==> config.mk <==
export PLATFORM = sky130hd
export DESIGN_NAME = vga_stream_gen
export DESIGN_NICKNAME = d
export VERILOG_FILES = /design/src/rtl/vga_stream_pkg.sv /design/src/rtl/vga_stream_gen_axis_counter.sv /design/src/rtl/vga_stream_gen.sv
export SDC_FILE = /design/constraint.sdc
export NUM_CORES = 1
export LEC_CHECK = 0
export BUFFER_PORTS_ARGS = -buffer_cell sky130_fd_sc_hd__clkbuf_2
export CAP_MARGIN = 40
export CORE_AREA = 4 4 74 76
export DETAILED_ROUTE_END_ITERATION = 8
export DIE_AREA = 0 0 78 80
export PLACE_DENSITY = 0.69
export SLEW_MARGIN = 20
export SYNTH_ARGS = -nofsm -noshare
export SYNTH_HDL_FRONTEND = slang
export SYNTH_SLANG_ARGS = --single-unit
==> constraint.sdc <==
create_clock -name px_clk -period 4.2 [get_ports px_clk]
set_clock_uncertainty 0.05 [all_clocks]
set_input_delay 1.05 -clock px_clk [delete_from_list [all_inputs] [get_ports px_clk]]
set_output_delay 1.05 -clock px_clk [all_outputs]
set_load 0.02 [all_outputs]
==> src/rtl/vga_stream_pkg.sv <==
// Shared stream layout, default 800x600@72 timing and colour constants for the VGA stream chain.
package vga_stream_pkg;

  localparam int STREAM_W = 26;
  localparam int ACTIVE_B = 0;
  localparam int VS_B     = 1;
  localparam int HS_B     = 2;
  localparam int YC_LSB   = 3;
  localparam int XC_LSB   = 13;
  localparam int R_B      = 23;
  localparam int G_B      = 24;
  localparam int B_B      = 25;
  localparam int COORD_W  = 10;

  localparam int DEF_H_ACTIVE = 800;
  localparam int DEF_H_FP     = 56;
  localparam int DEF_H_SYNC   = 120;
  localparam int DEF_H_BP     = 64;
  localparam int DEF_V_ACTIVE = 600;
  localparam int DEF_V_FP     = 37;
  localparam int DEF_V_SYNC   = 6;
  localparam int DEF_V_BP     = 23;

  localparam logic [2:0] COL_BLACK = 3'b000;
  localparam logic [2:0] COL_WHITE = 3'b111;

  // rgb is {B,G,R}, which lands on bits [25:23] in that order.
  function automatic logic [STREAM_W-1:0] pack_word(
    input logic [2:0]         rgb,
    input logic [COORD_W-1:0] xc,
    input logic [COORD_W-1:0] yc,
    input logic               hs,
    input logic               vs,
    input logic               active
  );
    return {rgb, xc, yc, hs, vs, active};
  endfunction

endpackage

==> src/rtl/vga_stream_gen_axis_counter.sv <==
// Wrap counter for one raster axis: advances on i_inc, wraps TOTAL-1 -> 0 and flags the wrap.
module vga_axis_counter #(
  parameter int TOTAL = 1040,
  parameter int W     = 11
) (
  input  logic         i_clk,
  input  logic         i_rst_n,
  input  logic         i_inc,
  output logic [W-1:0] o_count,
  output logic         o_wrap
);

  localparam logic [W-1:0] LAST = W'(TOTAL - 1);

  logic [W-1:0] r_count;

  assign o_wrap  = i_inc && (r_count == LAST);
  assign o_count = r_count;

  always_ff @(posedge i_clk or negedge i_rst_n) begin
    if (!i_rst_n) begin
      r_count <= '0;
    end else if (i_inc) begin
      r_count <= o_wrap ? '0 : r_count + 1'b1;
    end
  end

endmodule

==> src/rtl/vga_stream_gen.sv <==
// Raster timing source emitting the 26-bit RGB stream word; define VGA_TESTPAT_EN for colour bars.
module vga_stream_gen
  import vga_stream_pkg::*;
#(
  parameter int   H_ACTIVE = DEF_H_ACTIVE,
  parameter int   H_FP     = DEF_H_FP,
  parameter int   H_SYNC   = DEF_H_SYNC,
  parameter int   H_BP     = DEF_H_BP,
  parameter int   V_ACTIVE = DEF_V_ACTIVE,
  parameter int   V_FP     = DEF_V_FP,
  parameter int   V_SYNC   = DEF_V_SYNC,
  parameter int   V_BP     = DEF_V_BP,
  parameter logic HS_POL   = 1'b1,
  parameter logic VS_POL   = 1'b1
) (
  input  logic                px_clk,
  input  logic                rst_n,
  input  logic                en,
  input  logic [2:0]          bg_color,
  output logic [STREAM_W-1:0] strRGB_o,
  output logic                frame_start,
  output logic                line_start
);

  localparam int H_TOTAL = H_ACTIVE + H_FP + H_SYNC + H_BP;
  localparam int V_TOTAL = V_ACTIVE + V_FP + V_SYNC + V_BP;

  localparam logic [10:0] H_ACT_END = 11'(H_ACTIVE);
  localparam logic [10:0] HS_START  = 11'(H_ACTIVE + H_FP);
  localparam logic [10:0] HS_END    = 11'(H_ACTIVE + H_FP + H_SYNC);
  localparam logic [9:0]  V_ACT_END = 10'(V_ACTIVE);
  localparam logic [9:0]  VS_START  = 10'(V_ACTIVE + V_FP);
  localparam logic [9:0]  VS_END    = 10'(V_ACTIVE + V_FP + V_SYNC);

  logic [10:0] w_hc;
  logic [9:0]  w_vc;
  logic        w_h_wrap;
  logic        w_v_wrap;
  logic        w_active;
  logic        w_hs;
  logic        w_vs;
  logic [2:0]  w_pix_rgb;
  logic [2:0]  w_rgb;
  logic        w_line_first;
  logic        w_frame_first;

  logic [STREAM_W-1:0] r_stream;
  logic                r_frame_start;
  logic                r_line_start;

  vga_axis_counter #(.TOTAL(H_TOTAL), .W(11)) u_h_cnt (
    .i_clk   (px_clk),
    .i_rst_n (rst_n),
    .i_inc   (en),
    .o_count (w_hc),
    .o_wrap  (w_h_wrap)
  );

  // The vertical axis steps only on the horizontal wrap, so both wrap on the same edge at frame end.
  vga_axis_counter #(.TOTAL(V_TOTAL), .W(10)) u_v_cnt (
    .i_clk   (px_clk),
    .i_rst_n (rst_n),
    .i_inc   (w_h_wrap),
    .o_count (w_vc),
    .o_wrap  (w_v_wrap)
  );

  assign w_active = (w_hc < H_ACT_END) && (w_vc < V_ACT_END);
  assign w_hs     = ((w_hc >= HS_START) && (w_hc < HS_END)) ? HS_POL : ~HS_POL;
  assign w_vs     = ((w_vc >= VS_START) && (w_vc < VS_END)) ? VS_POL : ~VS_POL;

`ifdef VGA_TESTPAT_EN
  localparam logic [10:0] BAR_W = 11'(H_ACTIVE / 8);
  logic [10:0] w_bar_idx;
  assign w_bar_idx = w_hc / BAR_W;
  assign w_pix_rgb = COL_WHITE - w_bar_idx[2:0];
`else
  assign w_pix_rgb = bg_color;
`endif

  assign w_rgb         = w_active ? w_pix_rgb : COL_BLACK;
  assign w_line_first  = (w_hc == '0);
  assign w_frame_first = w_line_first && (w_vc == '0);

  always_ff @(posedge px_clk or negedge rst_n) begin
    if (!rst_n) begin
      r_stream      <= pack_word(COL_BLACK, '0, '0, ~HS_POL, ~VS_POL, 1'b0);
      r_frame_start <= 1'b0;
      r_line_start  <= 1'b0;
    end else if (en) begin
      r_stream      <= pack_word(w_rgb, w_hc[9:0], w_vc, w_hs, w_vs, w_active);
      r_frame_start <= w_frame_first;
      r_line_start  <= w_line_first;
    end else begin
      r_frame_start <= 1'b0;
      r_line_start  <= 1'b0;
    end
  end

  assign strRGB_o    = r_stream;
  assign frame_start = r_frame_start;
  assign line_start  = r_line_start;

  logic w_unused;
  assign w_unused = w_v_wrap;

endmodule

Word-level counts from Yosys, hierarchy flattened
Index checks and enable logic that the tools add are counted.
{"block": "totals", "output_inout_bits": 28, "ff_bits": 49, "word_cells": 30, "input_bits": 6}
{"block": "classes", "n_lt_le_gt_ge": 6, "eq_ne": 2, "addsub": 2, "mux": 7, "n_reduce_logical": 8}
{"cell": "$lt 11x10->1 const B", "count": 2}
{"cell": "$lt 10x10->1 const B", "count": 2}
{"cell": "$add 11x1->11 const B", "count": 1}
{"cell": "$eq 11x11->1 const B", "count": 1}
{"cell": "$ge 11x10->1 const B", "count": 1}
{"cell": "$logic_not 11->1", "count": 1}
{"cell": "$mux 11", "count": 1}
{"cell": "$add 10x1->10 const B", "count": 1}
{"cell": "$eq 10x10->1 const B", "count": 1}
{"cell": "$ge 10x10->1 const B", "count": 1}
{"cell": "$logic_not 10->1", "count": 1}
{"cell": "$mux 10", "count": 1}
{"cell": "$logic_and 1x1->1", "count": 6}
{"cell": "$mux 1", "count": 4}
{"cell": "$mux 3", "count": 1}

Logic depth before layout (Yosys ltp)
{"block": "logic_depth", "word_depth": 4, "ltp_mapped": 7, "depth_no_buf": 6}

Cells and area by module
From an unflattened synthesis, not the netlist that was laid out.
{"block": "unflattened", "hier_cells": 191, "area_unflattened_um2": 2292.2}
{"mod": "vga_stream_gen", "area_per_inst_um2": 1193.6, "n_inst": 1, "cells_per_inst": 89}
{"mod": "vga_axis_counter (u_h_cnt)", "area_per_inst_um2": 556.8, "n_inst": 1, "cells_per_inst": 51}
{"mod": "vga_axis_counter (u_v_cnt)", "area_per_inst_um2": 541.8, "n_inst": 1, "cells_per_inst": 51}

Worst setup path after synthesis
OpenSTA, ideal clock, no wires.
{"block": "synth_timing", "kind": "input port to flip-flop", "start": "in en", "end": "reg u_h_cnt.r_count[9], in the netlist u_h_cnt.o_count[9]", "required_ps": 4025, "setup_time_ps": 125, "path_stages": 5, "n_path_buf": 1, "arrival_ps": 2098, "path_slack_ps": 1926, "path_cell_list": "buf_1 nand2_1 nor4_1 nand3_1 xnor2_1"}
{"block": "synth_between", "elab_chain_cells": 2}
{"item": "start, declared", "line": "vga_stream_gen.sv:18", "rtl": "input logic en,"}
{"item": "$logic_and 1x1->1", "line": "vga_stream_gen_axis_counter.sv:17", "rtl": "assign o_wrap = i_inc && (r_count == LAST);"}
{"item": "$mux 11", "line": "vga_stream_gen_axis_counter.sv:24", "rtl": "r_count <= o_wrap ? '0 : r_count + 1'b1;"}
{"item": "end signal, assigned", "line": "vga_stream_gen_axis_counter.sv:24"}
{"item": "end, declared", "line": "vga_stream_gen_axis_counter.sv:15", "rtl": "logic [W-1:0] r_count;"}
Parallel ways exist; a longest one is shown, timed or not.
A chain may end at the register's enable or synchronous reset.

Worst setup path in the final report
{"block": "layout_timing", "start": "in en", "end": "reg u_v_cnt.r_count[5], in the netlist u_v_cnt.o_count[5]"}
{"block": "layout_between", "elab_chain_cells": 3}
{"item": "$logic_and 1x1->1 (*)", "line": "vga_stream_gen_axis_counter.sv:17"}
{"item": "$logic_and 1x1->1", "line": "vga_stream_gen_axis_counter.sv:17"}
{"item": "$mux 10", "line": "vga_stream_gen_axis_counter.sv:24"}
{"item": "end signal, assigned", "line": "vga_stream_gen_axis_counter.sv:24"}
{"item": "end, declared", "line": "vga_stream_gen_axis_counter.sv:15"}
Mark *: on every way between the ends. The rest lies on a longest branch, timed or not.

==> results.sh <==
export IMPL_antenna_found_initial=0
export IMPL_crit_buf_inv=1
export IMPL_met1Wirelength_mm=2.278
export IMPL_critPathCaptureType="register"
export IMPL_cp_slowest_cell="or4_1"
export IMPL_slowest_delay_ns=0.57
export IMPL_reg2reg_from="u_h_cnt.o_count[4]"
export IMPL_yosysMostFrequentCell="dfrtp_1"
export IMPL_cts_tree="yes"
export IMPL_dieWidth_um=78
export IMPL_synth_cell_type_count=41
export IMPL_track_usage_pct=16.10
export IMPL_drtAntennaViolNets=0
export IMPL_vdd_drop_max_uv=243.3
export IMPL_netlist_top_cells_area="dfrtp_1, mux2_2, ha_1"
export IMPL_die_h_um=80
export IMPL_rsz0062_at_grt="false"
export IMPL_numCtsBuffers=5
export IMPL_vias_per_cell=5.384
export IMPL_syn_instance_count=206
export IMPL_diodes=0
export IMPL_min_path_type="register to register"
export IMPL_root_buffer="clkbuf_8"
export IMPL_critPathTopFamily="simple AND/OR/NAND/NOR gates"
export IMPL_min_period_ns=2.468
export IMPL_synth_edff_count=0
export IMPL_drt_pass1_iter_count=4
export IMPL_finalWeightedCongestion=0.8207
export IMPL_wl_per_cell_um=14.85
export IMPL_ios=34
export IMPL_fin_crit_sh_pct=58.76
export IMPL_hp_start="strRGB_o[0]"
export IMPL_start_kind="input port"
export IMPL_postCtsSetupRepairBufs=0
export IMPL_cp_max_fo=18
export IMPL_worstPathRequired_ns=4.39
export IMPL_maxSlewHeadroom_pct=59.15
export IMPL_place_area_um2=2554
export IMPL_cts_sinks=49
export IMPL_timing_worst_setup_path_type="input port to register"
export IMPL_start_util_pct=49.01
export IMPL_hold_slack_ns=0.4413
export IMPL_yosys_top_cells_count="dfrtp_1, mux2_2, nand2_1, o21ai_0, inv_1"
export IMPL_drt_total_wl_mm=4.528
export IMPL_die_area_um2=6240
export IMPL_drc=0
export IMPL_hold_buffers=0
export IMPL_status="finished clean"
export IMPL_cts_resized=0
export IMPL_port_buffers=33
export IMPL_tightest_slew_ns=0.6128
export IMPL_yosysSeqAreaShare_pct=52.97
export IMPL_crit_chain="clkbuf_2 > and4_1 > nand3_1 > or4_1 > nand2_1"
export IMPL_vias=1642
export IMPL_setup_violations_final=0
export IMPL_synth_top_area_share_pct=52.97
export IMPL_clkLatencyLatePin_ns=0.30
export IMPL_finalHoldViolations=0
export IMPL_gr_total_overflow=0
export IMPL_total_power_uw=1087
export IMPL_fp_coreArea_um2=4723
export IMPL_synth_area_um2=2315
export IMPL_final_nets=249
export IMPL_clk_pin_slew_ns=0.08
export IMPL_timing_critical_path_from="en"
export IMPL_wl_met2_mm=2.001
export IMPL_wl_met3_um=217
export IMPL_top_layer="met4"
export IMPL_fmax_ghz=0.4052
export IMPL_drt_iter0_drc=98
export IMPL_htreeDepth=2
export IMPL_p_per_area_nw_per_um2=412.2
export IMPL_grt_pass1_vias=1627
export IMPL_netlist_top_cell_by_area="dfrtp_1"
export IMPL_synthToLayoutAreaGrowth_pct=13.89
export IMPL_grt_pass1_wl_mm=7.955
export IMPL_clk_path_buf_depth=2
export IMPL_cellLeakagePower_uw=0.001268
export IMPL_synth_flop_cell="dfrtp_1"
export IMPL_fin_area_um2=2636
export IMPL_synth_seq_cells=49
export IMPL_grt_max_degree=22
export IMPL_synth_nets=218
export IMPL_avgSynthCellArea_um2=11.24
export IMPL_synthArstFlopShare_pct=100.0
export IMPL_dp_hpwl_mm=3.195
export IMPL_finalSetupTns_ns=0
export IMPL_cap_violations=0
export IMPL_layout_drive_gt1_share_pct=28.57
export IMPL_yosysWarnings=0
export IMPL_slew_viol_final=0
export IMPL_cp_arrival_ns=2.66
export IMPL_fp_row_count=25
## registers in the layout, summed over array words and instances (netlist names)
name             cells
frame_start          1
u_h_cnt.o_count     11
u_v_cnt.o_count     10
line_start           1
strRGB_o            26
## area by class of cell
type                       count  area (um2)
fill                         424        2087
sequential                    49        1226
multi-input combinational    135       998.5
timing repair buffer          36       207.7
tap                           67       83.83
clock buffer                   6       72.57
inverter                      10       37.54
clock inverter                 2       10.01
## cells in the final DEF, fill, tap and decap left out, types with 4 or more instances in the layout
cell type,count
clkbuf_8,5
mux2_2,21
nand2_1,15
nor3_1,5
o21ai_0,15
nand4_1,4
clkbuf_2,33
dfrtp_1,49
xnor2_1,4
nor2_1,8
nand3_1,9
inv_1,10
a22o_1,8
ha_1,6
## report_power, final
part | switching [uW] | internal [uW]
logic | 129 | 97.2
registers | 68.7 | 527
clock network | 149 | 116
## kinds of logic after synthesis
logic type | count (synthesis) | share of synthesized area, %
compound gates | 34 | 9.622
xor+xnor | 6 | 2.270
fa+ha+maj | 6 | 3.243
buf+inv | 22 | 3.892
flops | 49 | 52.97
mux | 22 | 10.65
simple gates | 67 | 17.35
## layer usage
layer / track usage (%) / vias to the layer above
met5: 0 / -
met4: 6.294 / 0
met3: 2.822 / 2
met2: 24.23 / 41
met1: 23.13 / 795
li1: - / 804
## worst register-to-register path: stages, from the launching register on
cell and delay, ns:
dfrtp_1 0.50, nor4b_1 0.48, nand3_1 0.33, or4_1 0.57, nand2_1 0.07
## metrics by stage
stage | std cells | util (%) | setup WS, ns
after CTS | 305 | 55.81 | 1.743
after global placement | 296 | 53.48 | 1.478
after detailed placement | 297 | 54.07 | 1.427
final | 305 | 55.81 | 1.732
after global routing | 305 | 55.81 | 1.609
after floorplan | 206 | - | 1.926
## final timing paths
path / end / slack, ns / cells after the start
hold / removal: strRGB_o[0] / 0.44 / 1
hold reg to reg: strRGB_o[0] / 0.44 / 1
max in group asynchronous: u_h_cnt.o_count[8] / 2.73 / 3
setup / recovery: u_v_cnt.o_count[5] / 1.73 / 5
min in group asynchronous: u_v_cnt.o_count[8] / 0.63 / 1
setup reg to reg: u_v_cnt.o_count[5] / 2.15 / 4
Power figures use the tool's default switching activity.
